### config.mk
export PLATFORM = sky130hd
export DESIGN_NAME = ahb_bus_matrix_outstage_mi
export DESIGN_NICKNAME = d
export VERILOG_FILES = /design/src/rtl/ahb_bus_matrix_pkg.sv /design/src/rtl/ahb_bus_matrix_arb_rr2.sv /design/src/rtl/ahb_bus_matrix_outstage_mi.sv
export SDC_FILE = /design/constraint.sdc
export NUM_CORES = 1
export LEC_CHECK = 0
export ABC_AREA = 1
export BUFFER_PORTS_ARGS = -buffer_cell sky130_fd_sc_hd__buf_2
export CAP_MARGIN = 10
export CORE_AREA = 2 2 121 123
export DETAILED_ROUTE_END_ITERATION = 7
export DIE_AREA = 0 0 123 125
export PLACE_DENSITY = 0.54
export SLEW_MARGIN = 20
export SYNTH_ARGS = -nofsm -noshare
export SYNTH_HDL_FRONTEND = slang
export SYNTH_SLANG_ARGS = --single-unit
### constraint.sdc
create_clock -name HCLK -period 4.35 [get_ports HCLK]
set_input_delay 0.2175 -clock HCLK [delete_from_list [all_inputs] [get_ports HCLK]]
set_output_delay 0.2175 -clock HCLK [all_outputs]
set_load 0.01 [all_outputs]
### src/rtl/ahb_bus_matrix_pkg.sv
// Shared AHB encodings and the owner/control types for the bus-matrix output stage.
// Latency: n/a (types only).
// Backpressure: n/a.
package ahb_bus_matrix_pkg;

    typedef enum logic [1:0] {
        IDLE   = 2'b00,
        BUSY   = 2'b01,
        NONSEQ = 2'b10,
        SEQ    = 2'b11
    } htrans_t;

    typedef enum logic [1:0] {
        NONE = 2'b00,
        P0   = 2'b01,
        P1   = 2'b10
    } owner_t;

    typedef enum logic [1:0] {
        OKAY  = 2'b00,
        ERROR = 2'b01
    } hresp_t;

    // Address-phase control bundle muxed alongside the address.
    typedef struct packed {
        logic       write;
        logic [2:0] size;
        logic [2:0] burst;
        logic [3:0] prot;
    } ctrl_t;

endpackage

### src/rtl/ahb_bus_matrix_arb_rr2.sv
// Two-port round-robin address-phase arbiter with burst hold and optional lock (AHB_OUTSTAGE_LOCK_EN).
// Latency: next_owner is combinational from requests; state advances on ready edges.
// Backpressure: owner/last_grant/locked hold while ready is low.
module ahb_bus_matrix_arb_rr2
    import ahb_bus_matrix_pkg::*;
(
    input  logic       clk,
    input  logic       rst,
    input  logic       ready,
    input  logic       sel0,
    input  logic       sel1,
    input  logic [1:0] trans0,
    input  logic [1:0] trans1,
    input  logic       lock0,
    input  logic       lock1,
    output owner_t     next_owner
);

    owner_t     addr_owner;
    owner_t     last_grant;
    logic       locked;
    logic       req0;
    logic       req1;
    logic       own_sel;
    logic [1:0] own_trans;
    logic       rearb;

    assign req0 = sel0 && (trans0 != IDLE);
    assign req1 = sel1 && (trans1 != IDLE);

    always_comb begin
        own_sel   = 1'b0;
        own_trans = IDLE;
        case (addr_owner)
            P0: begin
                own_sel   = sel0;
                own_trans = trans0;
            end
            P1: begin
                own_sel   = sel1;
                own_trans = trans1;
            end
            default: ;
        endcase
    end

    // A burst in flight (SEQ/BUSY) keeps the port unless its owner walks away.
    assign rearb = !locked && ((addr_owner == NONE) || !own_sel ||
                               (own_trans == IDLE) || (own_trans == NONSEQ));

    always_comb begin
        next_owner = addr_owner;
        if (rst) begin
            next_owner = NONE;
        end else if (rearb) begin
            if (req0 && req1) begin
                if (last_grant == P0) next_owner = P1;
                else                  next_owner = P0;
            end else if (req0) begin
                next_owner = P0;
            end else if (req1) begin
                next_owner = P1;
            end else begin
                next_owner = NONE;
            end
        end
    end

    always_ff @(posedge clk) begin
        if (rst) begin
            addr_owner <= NONE;
            last_grant <= P1;
        end else if (ready) begin
            addr_owner <= next_owner;
            if (next_owner != NONE) last_grant <= next_owner;
        end
    end

`ifdef AHB_OUTSTAGE_LOCK_EN
    logic       nxt_lock;
    logic [1:0] nxt_trans;

    always_comb begin
        nxt_lock  = 1'b0;
        nxt_trans = IDLE;
        case (next_owner)
            P0: begin
                nxt_lock  = lock0;
                nxt_trans = trans0;
            end
            P1: begin
                nxt_lock  = lock1;
                nxt_trans = trans1;
            end
            default: ;
        endcase
    end

    // Locked IDLE cycles keep the lock; only an explicit lock=0 releases it.
    always_ff @(posedge clk) begin
        if (rst) begin
            locked <= 1'b0;
        end else if (ready && (next_owner != NONE)) begin
            if (!nxt_lock)               locked <= 1'b0;
            else if (nxt_trans != IDLE)  locked <= 1'b1;
        end
    end
`else
    logic unused_lock;
    assign unused_lock = lock0 ^ lock1;
    assign locked      = 1'b0;
`endif

endmodule

### src/rtl/ahb_bus_matrix_outstage_mi.sv
// Bus-matrix output stage for one slave port: arbitrates S0/S1, muxes address/control/wdata (lock via AHB_OUTSTAGE_LOCK_EN).
// Latency: address mux 0 cycles, write-data mux one HREADYS edge later, response path 0 cycles.
// Backpressure: HREADYS low freezes ownership and data-phase steering.
module ahb_bus_matrix_outstage_mi
    import ahb_bus_matrix_pkg::*;
#(
    parameter int ADDR_W = 32,
    parameter int DATA_W = 32
) (
    input  logic              HCLK,
    input  logic              HRESET,
    input  logic              sel_op0,
    input  logic [ADDR_W-1:0] addr_op0,
    input  logic [1:0]        trans_op0,
    input  logic              write_op0,
    input  logic [2:0]        size_op0,
    input  logic [2:0]        burst_op0,
    input  logic [3:0]        prot_op0,
    input  logic              lock_op0,
    input  logic [DATA_W-1:0] wdata_op0,
    output logic              active_op0,
    input  logic              sel_op1,
    input  logic [ADDR_W-1:0] addr_op1,
    input  logic [1:0]        trans_op1,
    input  logic              write_op1,
    input  logic [2:0]        size_op1,
    input  logic [2:0]        burst_op1,
    input  logic [3:0]        prot_op1,
    input  logic              lock_op1,
    input  logic [DATA_W-1:0] wdata_op1,
    output logic              active_op1,
    input  logic              HREADYS,
    output logic              HSELM,
    output logic [ADDR_W-1:0] HADDRM,
    output logic [1:0]        HTRANSM,
    output logic              HWRITEM,
    output logic [2:0]        HSIZEM,
    output logic [2:0]        HBURSTM,
    output logic [3:0]        HPROTM,
    output logic              HMASTLOCKM,
    output logic [DATA_W-1:0] HWDATAM,
    output logic              HREADYMUXM,
    input  logic              HREADYOUTM,
    input  logic [1:0]        HRESPM,
    input  logic [DATA_W-1:0] HRDATAM,
    output logic              readyout_op,
    output logic [1:0]        resp_op,
    output logic [DATA_W-1:0] rdata_op
);

    owner_t next_owner;
    owner_t data_owner;
    ctrl_t  ctrl0;
    ctrl_t  ctrl1;
    ctrl_t  ctrl_m;

    ahb_bus_matrix_arb_rr2 u_arb (
        .clk        (HCLK),
        .rst        (HRESET),
        .ready      (HREADYS),
        .sel0       (sel_op0),
        .sel1       (sel_op1),
        .trans0     (trans_op0),
        .trans1     (trans_op1),
        .lock0      (lock_op0),
        .lock1      (lock_op1),
        .next_owner (next_owner)
    );

    assign ctrl0 = {write_op0, size_op0, burst_op0, prot_op0};
    assign ctrl1 = {write_op1, size_op1, burst_op1, prot_op1};

    always_comb begin
        HSELM   = 1'b0;
        HADDRM  = '0;
        HTRANSM = IDLE;
        ctrl_m  = '0;
        case (next_owner)
            P0: begin
                HSELM   = 1'b1;
                HADDRM  = addr_op0;
                HTRANSM = trans_op0;
                ctrl_m  = ctrl0;
            end
            P1: begin
                HSELM   = 1'b1;
                HADDRM  = addr_op1;
                HTRANSM = trans_op1;
                ctrl_m  = ctrl1;
            end
            default: ;
        endcase
    end

    assign HWRITEM    = ctrl_m.write;
    assign HSIZEM     = ctrl_m.size;
    assign HBURSTM    = ctrl_m.burst;
    assign HPROTM     = ctrl_m.prot;
    assign active_op0 = (next_owner == P0);
    assign active_op1 = (next_owner == P1);

`ifdef AHB_OUTSTAGE_LOCK_EN
    assign HMASTLOCKM = (next_owner == P0) ? lock_op0 :
                        (next_owner == P1) ? lock_op1 : 1'b0;
`else
    assign HMASTLOCKM = 1'b0;
`endif

    // Write data belongs to the transfer accepted on the previous ready edge.
    always_ff @(posedge HCLK) begin
        if (HRESET)       data_owner <= NONE;
        else if (HREADYS) data_owner <= next_owner;
    end

    always_comb begin
        HWDATAM = '0;
        case (data_owner)
            P0:      HWDATAM = wdata_op0;
            P1:      HWDATAM = wdata_op1;
            default: ;
        endcase
    end

    assign HREADYMUXM  = HREADYOUTM;
    assign readyout_op = HREADYOUTM;
    assign resp_op     = HRESPM;
    assign rdata_op    = HRDATAM;

endmodule

==> results.json <==
{
  "status": "completed",
  "worstHoldStart": "HREADYS",
  "clk_pin_slew_ns": 0.03,
  "ff_latch_area_um2": 80.08,
  "tns_ns": 0,
  "p_int_uw": 257.0,
  "clk_latency_ns": 0.22,
  "min_path_type": "in2reg",
  "synth_edf_count": 0,
  "yosys-top-cells-count": "nand2_1, a21oi_1, buf_4, buf_2, inv_1",
  "synth_nets": 559,
  "post_cts_buffers": 0,
  "setup_violations": 0,
  "post-place-ws_ns": 1.325,
  "period_needed_ns": 3.164,
  "path_class": "reg2out",
  "cts.sinks": 4,
  "p_sw_uw": 161.6,
  "yosys_register_bits": 4,
  "hold_viol": 0,
  "power_frac_clock_pct": 34.0,
  "io_buffers": 238,
  "row_count": 44,
  "synth_top_area_share_pct": 33.52,
  "fmax_ghz": 0.3160,
  "finalCritPeriodShare_pct": 72.74,
  "syn_area_um2": 1826,
  "grt_pass1_wl_um": 12690,
  "critical_path.top_delay_family": "buffers and inverters",
  "placed_cells": 721,
  "synth.area.top_cells": "nand2_1, a21oi_1, buf_4",
  "synthCells": 356,
  "cp_cell_sequence": "inv_1 -> ha_1 -> nand2_1 -> nand2_2 -> nand4_2 -> a21oi_2 -> inv_2 -> ha_1 -> inv_2 -> a21oi_1 -> buf_2",
  "setup_ws_ns": 1.186,
  "timing.hold.ws_ns": 0.2175,
  "dp_hpwl_um": 7295,
  "ys_types": 20,
  "cp_max_fo": 45,
  "grt_use_total_pct": 10.39,
  "wl_um": 8572,
  "drt-pass1-iter-count": 6,
  "arrival_ns": 2.95,
  "rr_startpoint": "u_arb.addr_owner[0]$_SDFFE_PP0P_",
  "crit_required_ns": 4.13,
  "grt_max_degree": 47,
  "cts_root_buffer": "clkbuf_16",
  "gp_congestion": 0.7503,
  "cts_hold_buf": 0,
  "htree_levels": 1,
  "vdd_drop_max_mv": 0.06922,
  "setup.worst_path.start": "u_arb.addr_owner[0]$_SDFFE_PP0P_",
  "stdcell_count": 724,
  "drt_iter0_markers": 47,
  "ys_warn_count": 0,
  "tightest_slew_ns": 0.7415,
  "wl_per_cell_um": 11.84,
  "crit_path_end_kind": "output port",
  "grt_overflow": 0,
  "antenna_left": 0,
  "report.final.slew_viol_count": 0,
  "pin_count": 313,
  "tritoncts": "yes",
  "fin_total_pwr_uw": 418.7,
  "die_width_um": 123,
  "drive_gt1_share_pct": 49.44,
  "relSlewSlack_pct": 50.56,
  "clock_path_buffers": 2,
  "antenna_found_initial": 1,
  "seq_area_frac_synth_pct": 4.387,
  "avgSynthCellArea_um2": 5.128,
  "synthFlopType": "dfxtp_1",
  "netSwitchingFraction_pct": 38.61,
  "drv_cap": 0,
  "p_comb_share_pct": 56.2,
  "die_area_um2": 15380,
  "area_growth_pct": 62.17,
  "yosysTopAreaCell": "nand2_1",
  "multi_input_area_um2": 1290,
  "yosysMostFrequentCell": "nand2_1",
  "grt_pass1_vias": 2722,
  "drc": 0,
  "synthArstFlopShare_pct": 0,
  "clock_skew_ns": 0.001380,
  "powerDensity_nw_per_um2": 141.4,
  "slowest_delay_ns": 0.54,
  "diodes": 0,
  "ctsResizeCount": 0,
  "core_um2": 14200,
  "cp_num_buf_inv": 4,
  "nets": 745,
  "fill_cells": 1702,
  "leakagePower_nw": 1.551,
  "start_util_pct": 12.85,
  "vias": 2844,
  "cts_buffers": 3,
  "worstSetupStartpointType": "flip-flop",
  "cp_slowest_cell": "inv_2",
  "p_seq_share_pct": 9.8,
  "die_h_um": 125,
  "rsz0062_at_grt": "no",
  "drt-vias-per-instance": 3.928
}
## worst paths after layout
check	end	slack (ns)	depth (start not counted)
worst min register to register	u_arb.last_grant[1]$_SDFFE_PP1P_	0.50	2
worst max register to register	u_arb.last_grant[1]$_SDFFE_PP1P_	1.97	12
worst max-delay path	HADDRM[6]	1.19	11
worst min-delay path	u_arb.addr_owner[0]$_SDFFE_PP0P_	0.22	2
## through the flow
stage	util, %	cell area (µm²)
finish	20.84	2960
global route	20.84	2960
CTS	20.84	2960
detailed placement	20.31	2885
global placement	20.31	2885
floorplan	-	1826
## final cells by class
| class | instances | share of cell area, % |
|---|---|---|
| inverters | 15 | 1.902 |
| repair buffers | 243 | 41.50 |
| well taps | 184 | 7.777 |
| multi-input cells | 275 | 43.58 |
| clock buffers | 3 | 2.536 |
| flip-flops and latches | 4 | 2.705 |
## power by group through the flow
stage	registers, mW	logic (mW)	clock network [mW]
floorplan	0.0413	0.155	0
global placement	0.0416	0.240	0
detailed placement	0.0418	0.240	0
CTS	0.0413	0.242	0.145
global route	0.0415	0.268	0.148
finish	0.0412	0.235	0.142
## layout by cell type, fill, tap and decap left out, drive strengths merged
| cell | instances |
|---|---|
| clkbuf | 3 |
| nand4 | 2 |
| nor2 | 6 |
| inv | 15 |
| ha | 7 |
| nand3 | 3 |
| nand2 | 171 |
| dfxtp | 4 |
| a21oi | 82 |
| o21ai | 3 |
| buf | 243 |
| conb | 1 |
## registers in the layout (all words and copies together), names as in the netlist
register,cells
u_arb.addr_owner,2
u_arb.last_grant,2
## worst register-to-register path, delay by kind of cell, from the launching register on
kind            cells  cell delay [ns]
simple gates        5             0.69
buf+inv             3             0.25
fa+ha+maj           2             0.64
flops               1             0.31
compound gates      2             0.37
## logic make-up after synthesis
kind of cell             synth area share (%)
flip-flops                              4.387
adder cells (fa/ha/maj)                 4.798
other                                  0.2054
AO/OA/AOI/OAI                           23.92
AND/OR/NAND/NOR                         41.74
buffers and inverters                   24.95
## layer usage
layer | global-route usage [%] | up-vias | part of all wire [%] | wire length [µm]
met1 | 9.542 | 1187 | 35 | 3004
met2 | 21.16 | 181 | 50 | 4319
met5 | 0 | - | 0.15 | 13
met3 | 2.464 | 22 | 12 | 987
li1 | - | 1452 | - | -
met4 | 4.011 | 2 | 2.9 | 246
No activity file was read; power rests on OpenSTA's default activity.
